$ cat src/rtl/display_pkg.sv
// Shared constants for the multiplexed seven-segment display.
// Segment words are active-low {g,f,e,d,c,b,a}.
package display_pkg;

    localparam int       NUM_DIGITS = 4;
    localparam logic [7:0] AN_ALL_OFF = 8'hFF;

    localparam logic [6:0] SEG_BLANK = 7'h7F;
    localparam logic [6:0] SEG_E     = 7'b0000110;

    localparam logic [6:0] HEX_GLYPH [16] = '{
        7'b1000000,  // 0
        7'b1111001,  // 1
        7'b0100100,  // 2
        7'b0110000,  // 3
        7'b0011001,  // 4
        7'b0010010,  // 5
        7'b0000010,  // 6
        7'b1111000,  // 7
        7'b0000000,  // 8
        7'b0010000,  // 9
        7'b0001000,  // A
        7'b0000011,  // b
        7'b1000110,  // C
        7'b0100001,  // d
        7'b0000110,  // E
        7'b0001110   // F
    };

endpackage

$ cat src/rtl/hex_to_seg7.sv
// Combinational hex nibble to active-low seven-segment glyph.
// Ports: i_nib (4-bit value), o_seg ({g,f,e,d,c,b,a}, active-low).
module hex_to_seg7
    import display_pkg::*;
(
    input  logic [3:0] i_nib,
    output logic [6:0] o_seg
);

    assign o_seg = HEX_GLYPH[i_nib];

endmodule

$ cat src/rtl/bcd_seg_display.sv
// Four-digit time-multiplexed driver: op_code hex on digit 3, BCD on 2..0.
// Ports: clk, reset (sync, high), bcd, op_code, c_out, hold -> an, seg, dp.
module bcd_seg_display
    import display_pkg::*;
#(
    parameter int   REFRESH_DIV = 100000,
    parameter logic BLANK_ZEROS = 1'b1
) (
    input  logic        clk,
    input  logic        reset,
    input  logic [11:0] bcd,
    input  logic [3:0]  op_code,
    input  logic        c_out,
    input  logic        hold,
    output logic [7:0]  an,
    output logic [6:0]  seg,
    output logic        dp
);

    localparam int CNT_W = (REFRESH_DIV > 1) ? $clog2(REFRESH_DIV) : 1;
    localparam logic [CNT_W-1:0] CNT_MAX = CNT_W'(REFRESH_DIV - 1);
    localparam logic [1:0] IDX_LAST = 2'(NUM_DIGITS - 1);

    logic [CNT_W-1:0] r_cnt;
    logic [1:0]       r_idx;
    logic [11:0]      r_bcd;
    logic [3:0]       r_op;
    logic             r_cout;
    logic [7:0]       r_an;
    logic [6:0]       r_seg;
    logic             r_dp;

    logic             w_wrap;
    logic             w_frame;
    logic [3:0]       w_nib;
    logic [6:0]       w_glyph;
    logic             w_hund_zero;
    logic             w_tens_zero;
    logic             w_blank;
    logic             w_bad;
    logic [6:0]       w_seg_nx;
    logic [7:0]       w_an_nx;
    logic             w_dp_nx;

    assign w_wrap  = (r_cnt == CNT_MAX);
    assign w_frame = w_wrap && (r_idx == IDX_LAST);

    always_ff @(posedge clk) begin
        if (reset) begin
            r_cnt <= '0;
            r_idx <= '0;
        end else if (w_wrap) begin
            r_cnt <= '0;
            r_idx <= r_idx + 2'd1;
        end else begin
            r_cnt <= r_cnt + CNT_W'(1);
        end
    end

    // Snapshot only moves at the frame edge so a scan never mixes values.
    always_ff @(posedge clk) begin
        if (reset) begin
            r_bcd  <= '0;
            r_op   <= '0;
            r_cout <= 1'b0;
        end else if (w_frame && !hold) begin
            r_bcd  <= bcd;
            r_op   <= op_code;
            r_cout <= c_out;
        end
    end

    always_comb begin
        w_nib = r_bcd[3:0];
        case (r_idx)
            2'd0:    w_nib = r_bcd[3:0];
            2'd1:    w_nib = r_bcd[7:4];
            2'd2:    w_nib = r_bcd[11:8];
            default: w_nib = r_op;
        endcase
    end

    hex_to_seg7 u_hex (
        .i_nib (w_nib),
        .o_seg (w_glyph)
    );

    // An invalid nibble is non-zero, so it can never trigger blanking
    // of itself or of any digit below it.
    assign w_hund_zero = (r_bcd[11:8] == 4'd0);
    assign w_tens_zero = w_hund_zero && (r_bcd[7:4] == 4'd0);
    assign w_bad       = (r_idx != IDX_LAST) && (w_nib > 4'd9);

    always_comb begin
        w_blank = 1'b0;
        if (BLANK_ZEROS) begin
            case (r_idx)
                2'd1:    w_blank = w_tens_zero;
                2'd2:    w_blank = w_hund_zero;
                default: w_blank = 1'b0;
            endcase
        end
    end

    always_comb begin
        w_seg_nx = w_glyph;
        if (w_bad) begin
            w_seg_nx = SEG_E;
        end else if (w_blank) begin
            w_seg_nx = SEG_BLANK;
        end
    end

    assign w_an_nx = ~(8'd1 << r_idx);
    assign w_dp_nx = ~((r_idx == 2'd0) && r_cout);

    always_ff @(posedge clk) begin
        if (reset) begin
            r_an  <= AN_ALL_OFF;
            r_seg <= SEG_BLANK;
            r_dp  <= 1'b1;
        end else begin
            r_an  <= w_an_nx;
            r_seg <= w_seg_nx;
            r_dp  <= w_dp_nx;
        end
    end

    assign an  = r_an;
    assign seg = r_seg;
    assign dp  = r_dp;

endmodule
$ cat config.mk
export PLATFORM = sky130hd
export DESIGN_NAME = bcd_seg_display
export DESIGN_NICKNAME = d
export VERILOG_FILES = /design/src/rtl/display_pkg.sv /design/src/rtl/hex_to_seg7.sv /design/src/rtl/bcd_seg_display.sv
export SDC_FILE = /design/constraint.sdc
export NUM_CORES = 1
export LEC_CHECK = 0
export ABC_CLOCK_PERIOD_IN_PS = 3090
export CAP_MARGIN = 25
export CORE_MARGIN = 2
export CORE_UTILIZATION = 54
export DETAILED_ROUTE_END_ITERATION = 6
export PLACE_DENSITY = 0.81
export SYNTH_ARGS = -nofsm -noshare
export SYNTH_HDL_FRONTEND = slang
export SYNTH_HIERARCHICAL = 1
export SYNTH_SLANG_ARGS = --single-unit
export TNS_END_PERCENT = 5
$ cat constraint.sdc
create_clock -name clk -period 3.09 [get_ports clk]
set_input_delay 0.309 -clock clk [delete_from_list [all_inputs] [get_ports clk]]
set_output_delay 0.309 -clock clk [all_outputs]
set_load 0.01 [all_outputs]
==> impl_metrics.ini <==
[outcome]
status = finished, final reports clean

[synthesis]
yosysWarnings = 6
synth-simple-area-share_pct = 21.8
syn_area_sq_mm = 0.00248
synth_most_common_cell = dfxtp_1
synth-adder-area-share_pct = 6.55
synthMuxAreaShare_pct = 4.58
synth_top_family_by_area = simple AND/OR/NAND/NOR gates
async_flop_share_pct = 0
ys_seq_elements = 48
synth-xor-area-share_pct = 4.94
synth_commonest_cells = dfxtp_1, nor2_1, a21oi_1
synth_top_area_cell = dfxtp_1
ys_types = 42
synth_top_flop_cell = dfxtp_1
netlist_top_cells_area = dfxtp_1, ha_1, nand4_1
seq_area_frac_synth_pct = 38.7
synth_edf_count = 0
yosysTopAreaCellShare_pct = 38.7
synth_compound_area_share_pct = 14.5
syn_area_per_cell_sq_um = 9.06
synth_cells = 274

[timing]
fin_skew_ps = 4.86
fin_tns_setup_ps = 0
rsz0062_at_grt = no
hold_viol = 0
period_minus_slack_ps = 2830
period_share_pct = 91.7
worst_pin_slew_ps = 765
setup_ws_ps = 256
finalMaxSlewViolations = 0
setup_viol = 0
max_freq_mhz = 353
slew_headroom_pct = 47.5

[clock_network]
ctsHoldBuffers = 0
tritoncts = yes
ctsResizeCount = 0
clock_path_buffers = 2
htree_levels = 2
cts-root-buf = clkbuf_8
clkLatencyLatePin_ps = 300
cts_setup_buffers = 0
cts.sinks = 48
cts_made_buffers = 5
cts.clk_slew.worst_paths_ps = 80

[die]
num_io_pins = 36
die_x_microns = 71.8
rows = 24
core_sq_mm = 0.00438
die_height_microns = 71.8
dieArea_sq_mm = 0.00516
start_util_pct = 56.6

[finish]
layout-drive-gt1-share_pct = 5.67
nFillCells = 390
diodes = 0
synthToLayoutAreaGrowth_pct = 13.0
fin_nets = 333

[setup_path]
crit_chain = inv_1 -> ha_1 -> a222oi_1 -> mux2i_1 -> inv_1 -> ha_1 -> inv_1 -> mux2i_1 -> a32o_1 -> or3b_1
cp-end-kind = flip-flop
crit_fanout = 7
r2r_slack_ps = 260
r2r-end = seg[1]
crit_path_top_delay_cell = mux2i_1
path_depth = 10
crit_type = reg2reg
critPathMaxStageDelay_ps = 490
crit_top_cell = inv_1
path_buf_inv = 3
crit_path_start = r_idx[0]
cp.required_ps = 3270
cp-start-kind = flip-flop
crit-reg2reg-launch = r_idx[0]
crit_arrival_ps = 3020
worstRegToRegCells = 10
cp_top_family = adder cells
crit_end = seg[1]

[detailed_routing]
routed_wl_mm = 5.25
dr.first_iter.drc_count = 134
drtPass1Iterations = 4
via_per_inst = 5.75
ant_nets = 0
post_drt_wl_per_cell_microns = 14.9
drc_errors = 0
vias = 2024

[pwr]
ir_worst_vdd_mv = 0.241
powerDensity_mw_per_mm2 = 369
leakagePower_nw = 0.946

[placement]
port_buffers = 31
post-place-ws_ps = 409
dp_hpwl_mm = 3.72
place_congestion = 0.892

[grt]
grt.overflow.total = 0
grt_pass1_wl_mm = 9.03
track_usage_pct = 22.0
grt_pass1_vias = 2005
antenna_found_initial = 0
grt_max_degree = 22

[run]
cap_violations = 0

[hold_path]
min_path_type = reg2reg
## cells by family (layout without fill, tap and decap cells)
family,Yosys count,after routing
compound gates,62,62
xor+xnor,14,14
fa+ha+maj,13,13
buf+inv,31,54
flops,48,48
mux,10,10
other cells,1,4
simple gates,95,95
## worst reg2reg max path, delay by kind of cell, from the launching register on
family	cells	cell delay, ps
AND/OR/NAND/NOR	1	380
flip-flops	1	350
AO/OA/AOI/OAI	2	390
adder cells (fa/ha/maj)	2	620
buffers and inverters	3	410
multiplexers	2	580
## where the power goes
group | internal [mW] | total, mW | switching [mW]
combinational | 0.0359 | 0.0603 | 0.0244
clock | 0.154 | 0.346 | 0.192
sequential | 0.626 | 0.631 | 0.00526
total | 0.816 | 1.04 | 0.221
## through the flow
step                      power, mW  hold slack, ps  utilization, %  std cells  cell area [sq um]
after floorplan               0.673             367               -        277               2490
after global placement        0.706             407            62.3        345               2730
after detailed placement      0.706             405            62.3        345               2730
after CTS                      1.05             424            64.0        352               2810
after global routing           1.08             448            64.0        352               2810
final                          1.04             419            64.0        352               2810
## area by class of cell
type / count / area, sq um / share of cell area (%)
multi-input combinational: 198 / 1320 / 46.8
sequential: 48 / 961 / 34.2
timing repair buffer: 36 / 348 / 12.4
clock buffer: 6 / 72.6 / 2.58
tap: 52 / 65.1 / 2.32
inverter: 11 / 41.3 / 1.47
clock inverter: 1 / 5.00 / 0.178
## sequential cells by signal, summed over array words and instances, names as in the netlist
register	flops
seg	7
dp	1
r_op	4
r_idx	2
r_cnt	17
r_bcd	12
r_cout	1
an	4
## worst min-delay path by stage
| stage | from | endpoint | cells after the start |
|---|---|---|---|
| after floorplan | r_cout | dp | 1 |
| after global placement | r_cout | dp | 1 |
| after detailed placement | r_cout | dp | 1 |
| after CTS | r_cout | dp | 1 |
| after global routing | r_cout | dp | 1 |
| final | r_cout | dp | 1 |
## layout by cell type, fill, tap and decap left out, types with 2 or more instances in the layout
cell type        netlist  layout
a22oi_1                2       2
nand2b_1               2       2
nand2_1               14      14
nand3_1                8       8
nor3_1                 6       6
nor2b_1                2       2
ha_1                  13      13
nand4_1               21      21
a222oi_1               2       2
o21ai_1               20      20
nor2_1                26      26
a21oi_1               25      25
dfxtp_1               48      48
xnor2_1               12      12
nor4_1                 6       6
o211ai_1               2       2
inv_1                 11      11
xor2_1                 2       2
buf_4                  4       5
or3b_1                 2       2
conb_1                 1       4
and3_1                 2       2
o21a_1                 5       5
clkbuf_8               4       5
clkdlybuf4s50_1        0      31
mux2i_1                8       8
a21o_1                 3       3
## layer usage
layer  wire length, microns  up-vias  global-route usage, %
met2                   2650       41                   38.2
met3                    205        9                   4.50
li1                       -     1021                      -
met5                      0        -                      0
met4                     89        0                   8.18
met1                   2300      953                   26.9
(Power assumes the default switching activity.)
